[src/rtl/sha_pkg.sv]
// Shared types and defaults for the SHA nonce-worker scheduler and its helpers.
// Latency and backpressure: none (declarations only).
package sha_pkg;

  localparam int DEF_NUM_WORKERS = 16;
  localparam int DEF_NUM_NONCES  = 16;
  localparam int DEF_TIMEOUT     = 1024;

  typedef logic [31:0] word_t;

  typedef enum logic [2:0] {
    S_IDLE,
    S_P2_GO,
    S_P2_WAIT,
    S_P3_GO,
    S_P3_WAIT,
    S_WRITE,
    S_FIN
  } sched_state_t;

endpackage

[src/rtl/sha_worker_sched_if.sv]
// Worker broadcast/collect bus plus the shared memory write port.
// Latency and backpressure: none (wiring only); the memory port is write-only and always accepts.
interface sha_worker_sched_if #(
  parameter int NUM_WORKERS = sha_pkg::DEF_NUM_WORKERS
) ();

  logic                      wk_start;
  logic                      wk_phase_sel;
  logic [31:0]               wk_nonce_base;
  logic [NUM_WORKERS-1:0]    wk_finish;
  logic [32*NUM_WORKERS-1:0] wk_h0;
  logic                      mem_we;
  logic [15:0]               mem_addr;
  sha_pkg::word_t            mem_write_data;

  modport master (
    output wk_start, wk_phase_sel, wk_nonce_base, mem_we, mem_addr, mem_write_data,
    input  wk_finish, wk_h0
  );

  modport slave (
    input  wk_start, wk_phase_sel, wk_nonce_base, mem_we, mem_addr, mem_write_data,
    output wk_finish, wk_h0
  );

endinterface

[src/rtl/sched_watchdog.sv]
// Wait-state watchdog: counter cleared by clr, advanced by en; tc flags the LIMIT-th enabled cycle.
// Latency: tc is combinational from the count; no backpressure, saturates at the terminal value.
module sched_watchdog #(
  parameter int unsigned LIMIT = 1024
) (
  input  logic clk,
  input  logic reset_n,
  input  logic clr,
  input  logic en,
  output logic tc
);

  localparam int W = $clog2(LIMIT + 1);

  logic [W-1:0] count;

  always_ff @(posedge clk or negedge reset_n) begin
    if (!reset_n) begin
      count <= '0;
    end else if (clr) begin
      count <= '0;
    end else if (en && !tc) begin
      count <= count + W'(1);
    end
  end

  // count holds the number of wait cycles already spent, so tc marks the current one as the last allowed
  assign tc = (count == W'(LIMIT - 1));

endmodule

[src/rtl/sha_worker_sched.sv]
// Sequences nonce batches through the workers (phase 2, phase 3) and streams each worker's H0 to memory.
// Latency per batch: T2 + T3 + NUM_WORKERS cycles plus FIN; no backpressure, one write per cycle.
module sha_worker_sched
  import sha_pkg::*;
#(
  parameter int NUM_WORKERS = DEF_NUM_WORKERS,
  parameter int NUM_NONCES  = DEF_NUM_NONCES,
  parameter int TIMEOUT     = DEF_TIMEOUT
) (
  input  logic                      clk,
  input  logic                      reset_n,
  input  logic                      start,
  input  logic [15:0]               output_addr,
  output logic                      busy,
  output logic                      done,
  output logic                      error,
  sha_worker_sched_if.master        wk
);

  localparam int NUM_BATCHES = NUM_NONCES / NUM_WORKERS;
  localparam int IW = (NUM_WORKERS > 1) ? $clog2(NUM_WORKERS) : 1;
  localparam int BW = (NUM_BATCHES > 1) ? $clog2(NUM_BATCHES) : 1;

  sched_state_t           state;
  sched_state_t           state_nxt;
  logic [NUM_WORKERS-1:0] mask;
  logic [NUM_WORKERS-1:0] mask_nxt;
  logic [BW-1:0]          batch;
  logic [IW-1:0]          wr_idx;
  logic [31:0]            nonce_base;
  logic                   phase_q;
  word_t                  res_buf [NUM_WORKERS];

  logic mask_full;
  logic last_word;
  logic last_batch;
  logic in_wait;
  logic in_go;
  logic wd_tc;

  assign mask_nxt   = mask | wk.wk_finish;
  assign mask_full  = (mask_nxt == '1);
  assign last_word  = (wr_idx == IW'(NUM_WORKERS - 1));
  assign last_batch = (batch == BW'(NUM_BATCHES - 1));
  assign in_wait    = (state == S_P2_WAIT) || (state == S_P3_WAIT);
  assign in_go      = (state == S_P2_GO) || (state == S_P3_GO);

  sched_watchdog #(
    .LIMIT (TIMEOUT)
  ) u_watchdog (
    .clk     (clk),
    .reset_n (reset_n),
    .clr     (in_go),
    .en      (in_wait),
    .tc      (wd_tc)
  );

  always_ff @(posedge clk or negedge reset_n) begin
    if (!reset_n) begin
      state <= S_IDLE;
    end else begin
      state <= state_nxt;
    end
  end

  always_comb begin
    state_nxt = state;
    unique case (state)
      S_IDLE:    if (start) state_nxt = S_P2_GO;
      S_P2_GO:   state_nxt = S_P2_WAIT;
      S_P2_WAIT: begin
        if (mask_full)  state_nxt = S_P3_GO;
        else if (wd_tc) state_nxt = S_IDLE;
      end
      S_P3_GO:   state_nxt = S_P3_WAIT;
      S_P3_WAIT: begin
        if (mask_full)  state_nxt = S_WRITE;
        else if (wd_tc) state_nxt = S_IDLE;
      end
      S_WRITE:   if (last_word) state_nxt = last_batch ? S_FIN : S_P2_GO;
      S_FIN:     state_nxt = S_IDLE;
      default:   state_nxt = S_IDLE;
    endcase
  end

  always_comb begin
    busy              = (state != S_IDLE);
    done              = (state == S_FIN);
    wk.wk_start       = in_go;
    wk.mem_we         = (state == S_WRITE);
    wk.mem_addr       = '0;
    wk.mem_write_data = '0;
    if (state == S_P2_GO) begin
      wk.wk_phase_sel = 1'b0;
    end else if (state == S_P3_GO) begin
      wk.wk_phase_sel = 1'b1;
    end else begin
      wk.wk_phase_sel = phase_q;
    end
    if (state == S_WRITE) begin
      wk.mem_addr       = output_addr + nonce_base[15:0] + 16'(wr_idx);
      wk.mem_write_data = res_buf[wr_idx];
    end
  end

  assign wk.wk_nonce_base = nonce_base;

  always_ff @(posedge clk or negedge reset_n) begin
    if (!reset_n) begin
      mask       <= '0;
      batch      <= '0;
      wr_idx     <= '0;
      nonce_base <= '0;
      phase_q    <= 1'b0;
      error      <= 1'b0;
    end else begin
      unique case (state)
        S_IDLE: begin
          if (start) begin
            error      <= 1'b0;
            batch      <= '0;
            nonce_base <= '0;
          end
        end
        S_P2_GO: begin
          mask    <= '0;
          wr_idx  <= '0;
          phase_q <= 1'b0;
        end
        S_P3_GO: begin
          mask    <= '0;
          phase_q <= 1'b1;
        end
        S_P2_WAIT, S_P3_WAIT: begin
          mask <= mask_nxt;
          if (!mask_full && wd_tc) error <= 1'b1;
        end
        S_WRITE: begin
          wr_idx <= wr_idx + IW'(1);
          // base advances on the last word so it stays stable across the whole batch
          if (last_word && !last_batch) begin
            batch      <= batch + BW'(1);
            nonce_base <= nonce_base + 32'(NUM_WORKERS);
          end
        end
        default: ;
      endcase
    end
  end

  always_ff @(posedge clk) begin
    if (state == S_P3_WAIT && mask_full) begin
      for (int i = 0; i < NUM_WORKERS; i++) begin
        res_buf[i] <= wk.wk_h0[32*i +: 32];
      end
    end
  end

endmodule
[src/flat_wrapper.sv]
// flat-port wrapper written by rule: the top's interface ports become plain ports
module sha_worker_sched_flat import sha_pkg::*;
#(
  parameter int NUM_WORKERS = DEF_NUM_WORKERS,
  parameter int NUM_NONCES  = DEF_NUM_NONCES,
  parameter int TIMEOUT     = DEF_TIMEOUT
)
  (clk, reset_n, start, output_addr, busy, done, error, wk_wk_start, wk_wk_phase_sel, wk_wk_nonce_base, wk_mem_we, wk_mem_addr, wk_mem_write_data, wk_wk_finish, wk_wk_h0);
  sha_worker_sched_if #(.NUM_WORKERS(NUM_WORKERS)) wk_i ();
  input  logic clk;
  input  logic reset_n;
  input  logic start;
  input  logic [15:0] output_addr;
  output logic busy;
  output logic done;
  output logic error;
  output wire logic [$bits(wk_i.wk_start)-1:0] wk_wk_start;
  output wire logic [$bits(wk_i.wk_phase_sel)-1:0] wk_wk_phase_sel;
  output wire logic [$bits(wk_i.wk_nonce_base)-1:0] wk_wk_nonce_base;
  output wire logic [$bits(wk_i.mem_we)-1:0] wk_mem_we;
  output wire logic [$bits(wk_i.mem_addr)-1:0] wk_mem_addr;
  output wire logic [$bits(wk_i.mem_write_data)-1:0] wk_mem_write_data;
  input wire logic [$bits(wk_i.wk_finish)-1:0] wk_wk_finish;
  input wire logic [$bits(wk_i.wk_h0)-1:0] wk_wk_h0;
  assign wk_wk_start = wk_i.wk_start;
  assign wk_wk_phase_sel = wk_i.wk_phase_sel;
  assign wk_wk_nonce_base = wk_i.wk_nonce_base;
  assign wk_mem_we = wk_i.mem_we;
  assign wk_mem_addr = wk_i.mem_addr;
  assign wk_mem_write_data = wk_i.mem_write_data;
  assign wk_i.wk_finish = wk_wk_finish;
  assign wk_i.wk_h0 = wk_wk_h0;
  sha_worker_sched #(.NUM_WORKERS(NUM_WORKERS), .NUM_NONCES(NUM_NONCES), .TIMEOUT(TIMEOUT)) u_core (.clk(clk), .reset_n(reset_n), .start(start), .output_addr(output_addr), .busy(busy), .done(done), .error(error), .wk(wk_i));
endmodule
[config.mk]
export PLATFORM = sky130hd
export DESIGN_NAME = sha_worker_sched_flat
export DESIGN_NICKNAME = d
export VERILOG_FILES = /design/src/rtl/sha_pkg.sv /design/src/rtl/sha_worker_sched_if.sv /design/src/rtl/sched_watchdog.sv /design/src/rtl/sha_worker_sched.sv /design/src/flat_wrapper.sv
export SDC_FILE = /design/constraint.sdc
export NUM_CORES = 1
export LEC_CHECK = 0
export ABC_CLOCK_PERIOD_IN_PS = 95500
export BUFFER_PORTS_ARGS = -buffer_cell sky130_fd_sc_hd__buf_4
export CAP_MARGIN = 40
export CORE_AREA = 2 2 248 250
export CTS_BUF_LIST = sky130_fd_sc_hd__clkbuf_8
export DETAILED_ROUTE_END_ITERATION = 10
export DIE_AREA = 0 0 250 252
export GPL_TIMING_DRIVEN = 0
export PLACE_DENSITY = 0.61
export SLEW_MARGIN = 20
export SYNTH_ARGS = -nofsm -noshare
export SYNTH_HDL_FRONTEND = slang
export SYNTH_SLANG_ARGS = --single-unit
export TNS_END_PERCENT = 20
[constraint.sdc]
create_clock -name clk -period 95.5 [get_ports clk]
set_input_delay 19.1 -clock clk [delete_from_list [all_inputs] [get_ports clk]]
set_output_delay 19.1 -clock clk [all_outputs]
set_load 0.005 [all_outputs]
=== Word-level counts from Yosys, hierarchy flattened ===
Memory sizes are Yosys's and may differ from the RTL's.
Cells that the tools add are included.

* Bitwise gates (word level): 1
* Multiplexer cells: 26
* $add $sub $neg: 6
* Eq/ne operators: 13
* Reductions and logical operators: 21

{| class="wikitable"
|+ Operators by type and width
! operator !! count
|-
| 2-to-1 mux 32 bit || 3
|-
| case mux 32 bit (2 select lines) || 1
|-
| adder 32 x 5 -> 32 bit (second input constant) || 1
|-
| case mux 16 bit (2 select lines) || 1
|-
| 2-to-1 mux 11 bit || 2
|-
| 2-to-1 mux 3 bit || 6
|-
| case mux 3 bit (6 select lines) || 1
|-
| adder 16 bit || 1
|-
| adder 16 x 4 -> 16 bit || 1
|-
| equality test 16 bit (second input constant) || 1
|-
| 2-to-1 mux 16 bit || 1
|-
| OR 16 bit || 1
|-
| nonzero test 2 bit || 6
|-
| adder 11 x 1 -> 11 bit (second input constant) || 1
|-
| equality test 11 x 10 -> 1 bit (second input constant) || 1
|-
| equality test 3 bit (second input constant) || 3
|-
| case mux 4 bit (2 select lines) || 1
|-
| 2-to-1 mux 1 bit || 7
|-
| equality test 3 x 2 -> 1 bit (second input constant) || 2
|-
| inequality test 2 x 1 -> 1 bit (second input constant) || 3
|-
| case mux 1 bit (2 select lines) || 3
|-
| AND reduction 3 bit || 2
|-
| adder 4 x 1 -> 4 bit (second input constant) || 1
|-
| equality test 4 bit (second input constant) || 1
|-
| other kinds (10) || 16
|}

* Flip-flop bits (word level): 69
* RAM bits: 512
* Output and inout bits: 86
* Memories kept: 1
* Input bits: 547

{| class="wikitable"
|+ Memory list
! name !! words !! width !! rd ports !! clocked after memory_dff !! wr ports !! line !! text
|-
| u_core.res_buf || 16 || 32 || 1 || 0 || 16 || sha_worker_sched.sv:32 || <nowiki>word_t res_buf [NUM_WORKERS];</nowiki>
|}

=== Depth between registers and ports, before layout ===
* Word-level depth: 6
* Mapped depth: 8
* Mapped depth without buffers: 8

=== Hierarchy ===
From an unflattened synthesis, not the netlist that was laid out.

* Cells, all modules: 1219
* Area total of the unflattened synthesis: 23597.6 um^2

{| class="wikitable"
|+ Modules (own cells, without submodules)
! module !! area each (um^2) !! times used !! cells an instance !! sequential area each (um^2)
|-
| sha_worker_sched || 22943.3 || 1 || 1150 || 16726.0
|-
| sched_watchdog || 654.4 || 1 || 69 || 275.3
|}

=== Worst setup path before layout ===
Ideal clock, no wire load.

* Path kind: input -> register
* Start point: input wk_wk_finish[13]
* End point: memory u_core.res_buf[0][0] (netlist name) (enable)
* Setup slack: 39571 ps
* Cell stages on the path: 4
* Data arrival time: 53912 ps
* Data required time: 93484 ps
* Buffers on the path: 0
* Path through: o22ai_1 > nor2_1 > nand4_1 > nor3_1

{| class="wikitable"
|+ RTL lines
! element !! line !! text
|-
| start: declaration || flat_wrapper.sv:23 || <nowiki>input wire logic [$bits(wk_i.wk_finish)-1:0] wk_wk_finish;</nowiki>
|-
| end: declaration || sha_worker_sched.sv:32 ||
|}

=== Final worst setup path ===
* Start point: input output_addr[1]
* End point: output wk_mem_addr[13]

* Cells in the longest elaborated chain, start to end: 3

{| class="wikitable"
|+ Ends and longest elaborated chain
! element !! line !! text
|-
| start: declaration || flat_wrapper.sv:13 || <nowiki>input logic [15:0] output_addr;</nowiki>
|-
| adder 16 bit || sha_worker_sched.sv:101 || <nowiki>wk.mem_addr = output_addr + nonce_base[15:0] + 16'(wr_idx);</nowiki>
|-
| adder 16 x 4 -> 16 bit || sha_worker_sched.sv:101 ||
|-
| 2-to-1 mux 16 bit || sha_worker_sched.sv:100 || <nowiki>if (state == S_WRITE) begin</nowiki>
|-
| end: declaration || flat_wrapper.sv:21 || <nowiki>output wire logic [$bits(wk_i.mem_addr)-1:0] wk_mem_addr;</nowiki>
|}

Every way passes these cells.

==> summary.txt <==
Drt
  – DR iter-0 viols: 1152
  – Vias: 15.29k
  – Routed len/inst: 26.51 um
  – Drt pass-1 iters: 5
  – Via density: 5.232
  – # DRC: 0
  – Antenna viol nets, final: 0
  – Total wire length: around 77000 um

Logic synthesis
  – Post-synth ARST share: 0.1127
  – Mapped Avg Cell Area: 19.04 um2
  – EDFF count, synth: approximately 510
  – Post-synth top area share: 0.6512
  – Post-Synthesis Cells: between 1k and 1.5k
  – Top_reg_cell synth: edfxtp_1
  – Ranking of synthesized cells by area: edfxtp_1, mux4_2, dfrtp_1
  – Synth Cell Area: roughly 24000 um2
  – Sequential-to-total area share from yosys stat: 0.7201
  – Biggest area consumer among synthesized cells: edfxtp_1
  – Cell variety after synth: 60
  – #FFs+latches synth: 577
  – Warnings from Yosys: 0

Clock network
  – Root buffer cell: clkbuf_8
  – Hold-fix buffers, CTS: 0
  – # clock sinks: 577
  – CTS max path bufs: 3
  – Number of buffers created by CTS: 98
  – Worst-Skew Late Latency: between 0.7 and 0.8 ns
  – H-Tree Depth: 3
  – Worst-path clk slew: around 0.060 ns
  – PostCTS Resize Cnt: 0
  – CTS tree: built
  – Post-CTS Repair Setup Buffers: 0

Timing
  – Worst-margin pin slew: 0.8697 ns
  – Final Critical Period: slightly above 40 ns
  – Final worst slack: 54.86 ns
  – Setup TNS Final: 0 ns
  – Number of setup violations in the final report: 0
  – Post-route clock period utilization: 0.4255
  – Hold Slack: about 0.47 ns
  – Final max-slew violation count: 0
  – Relative slew margins: 0.4202
  – Clock skew: 0.04416 ns
  – RSZ-0062 raised after global routing: false
  – Max Freq: 24.61 MHz
  – Hold Violations, Final: 0

Floorplan
  – Ports: approximately 630
  – Initial Util: 0.3926
  – Cell row count: 90
  – Die height: about 250 um
  – CORE AREA: 60130 um2
  – Die X: approximately 250 um
  – Die Area: between 60000 and 70000 um2

Finish
  – Layout cells sized above 1: 0.4772
  – Multi-input logic area: about 6300 um2
  – Register area: 17000 um2
  – Non-filler instance count after layout: a little under 3k
  – Fillers: roughly 4.9k
  – Post-route cell area: 31890 um2
  – Fin nets: approximately 2.6k
  – Layout area overhead: 35.08%

Critical path
  – Req. time, crit path: 76.40 ns
  – Crit end category: output pin
  – Setup CP Type: in2out
  – CP max-delay cell: or3b_2
  – Crit Path Max Fanout: 3
  – CP peak stage delay: ~0.46 ns
  – Worst Path Arrival: ~22 ns
  – CP startpoint kind: primary input
  – Critical-path cell list: buf_4 > ha_1 > ha_1 > fa_1 > a21o_1 > a22o_1 > a31oi_1 > nor2_1 > or3b_2 > buf_4

GRT
  – Total GRT Usage: 0.2447
  – Pin count of the biggest net entering global routing: 66
  – GRT overflow: 0
  – Vias in the first global route: roughly 16k
  – First-pass GRT wire length: roughly 110000 um
  – Antenna violations before repair: 27

Power and ir drop
  – VDD IR max: 0.01348 mV
  – Cell area power density: a little over 20 nW/um2
  – Leakage: around 12 nW

Job
  – Maxcap violations: 0

Placed design
  – Pre-CTS WS: around 55 ns
  – Cells after DPL: 2724
  – DP Area: 30010 um2
  – Placer congestion estimate: just under 0.9
  – Dpl hpwl: 60670 um
  – Number of I/O port buffers: 628

Min path
  – Min-delay worst type: reg2reg

Outcome
  – Status: finished clean
## critical path: cells and delay by family
kind	cells	cell delay, ns
adders and majority gates	3	0.95
AOI/OAI and AO/OA	3	0.69
buffers and inverters	2	0.26
and+or+nand+nor	2	0.54
## registers in the layout, summed over array words and instances (netlist names)
register	cells
u_core.state	3
u_core.wk.wk_nonce_base	28
u_core.error	1
u_core.phase_q	1
u_core.u_watchdog.count	11
u_core.res_buf	512
u_core.mask	16
u_core.wr_idx	4
u_core.batch	1
## layout by cell type, fill, tap and decap left out, drive strengths merged, types with 9 or more instances in the layout
cell type / synthesis / routed
a21o: 12 / 12
a21oi: 48 / 48
and2: 40 / 40
buf: 23 / 725
clkbuf: 43 / 145
clkinv: 0 / 37
dfrtp: 65 / 65
diode: 0 / 14
edfxtp: 512 / 512
ha: 32 / 32
inv: 12 / 54
mux4: 160 / 160
nand2: 40 / 40
nand3: 21 / 21
nor2: 61 / 61
nor3: 9 / 9
nor4: 9 / 9
o21ai: 30 / 30
xnor2: 17 / 17
## cells in the mapped netlist, types with 6 or more instances
cell type / count
edfxtp_1: 512
buf_1: 16
a21o_1: 12
ha_1: 32
or3_1: 8
nor2_1: 61
o31ai_1: 6
nor3_1: 9
nand4_1: 6
dfrtp_1: 65
and3_1: 6
nor4_1: 9
inv_1: 10
clkbuf_1: 42
o22ai_1: 8
nand2_1: 39
and2_1: 40
xnor2_1: 17
xor2_1: 8
mux4_2: 160
o21ai_0: 30
nand3_1: 21
a21oi_1: 48
## where the power goes
part / leakage [nW] / switching [mW] / internal [mW]
clock: 1.07 / 0.103 / 0.103
combinational: 5.67 / 0.0826 / 0.0880
sequential: 5.47 / 0.00382 / 0.281
## worst paths after layout
check | startpoint | to | slack (ns) | depth (start not counted)
min reg2reg | u_core.phase_q | u_core.phase_q | 0.47 | 2
max reg2reg | u_core.state[2] | u_core.res_buf[14][12] | 91.42 | 15
min in group asynchronous | reset_n | u_core.mask[14] | 18.35 | 1
max in group asynchronous | reset_n | u_core.wk.wk_nonce_base[13] | 76.59 | 2
min | u_core.phase_q | u_core.phase_q | 0.47 | 2
max | output_addr[1] | wk_mem_addr[13] | 54.86 | 10
## layer usage
metal | track usage | part of all wire | vias to the layer above
li1 | - | - | 6701
met1 | 0.2850 | 0.37 | 7764
met2 | 0.4252 | 0.51 | 653
met3 | 0.08140 | 0.090 | 147
met4 | 0.08383 | 0.026 | 28
met5 | 0 | 0.0024 | -
## through the flow
stage,power [mW],util
after global placement,0.4574,0.4875
after floorplan,0.3915,-
after detailed placement,0.4639,0.4991
final,0.6613,0.5303
after global routing,0.6929,0.5302
after CTS,0.6706,0.5290
## logic make-up after synthesis
group | Yosys count | share of synthesized area
DFF | 577 | 0.7201
and+or+nand+nor | 228 | 0.04961
muxes | 163 | 0.1539
AOI/OAI and AO/OA | 135 | 0.03561
buffers and inverters | 78 | 0.01351
adders and majority gates | 33 | 0.01781
xor gates and xnor gates | 25 | 0.009274
other | 1 | 0.0001588
## layout make-up
class	instances	area share
Antenna cell	14	0.001099
Timing Repair Buffer	702	0.1702
Clock buffer	102	0.04402
Clock inverter	80	0.01252
Sequential cell	577	0.5331
Tap cell	782	0.03068
Inverter	12	0.001412
Multi-Input combinational cell	588	0.1979
Buffer	66	0.009063
No activity file was read; power rests on OpenSTA's default activity.
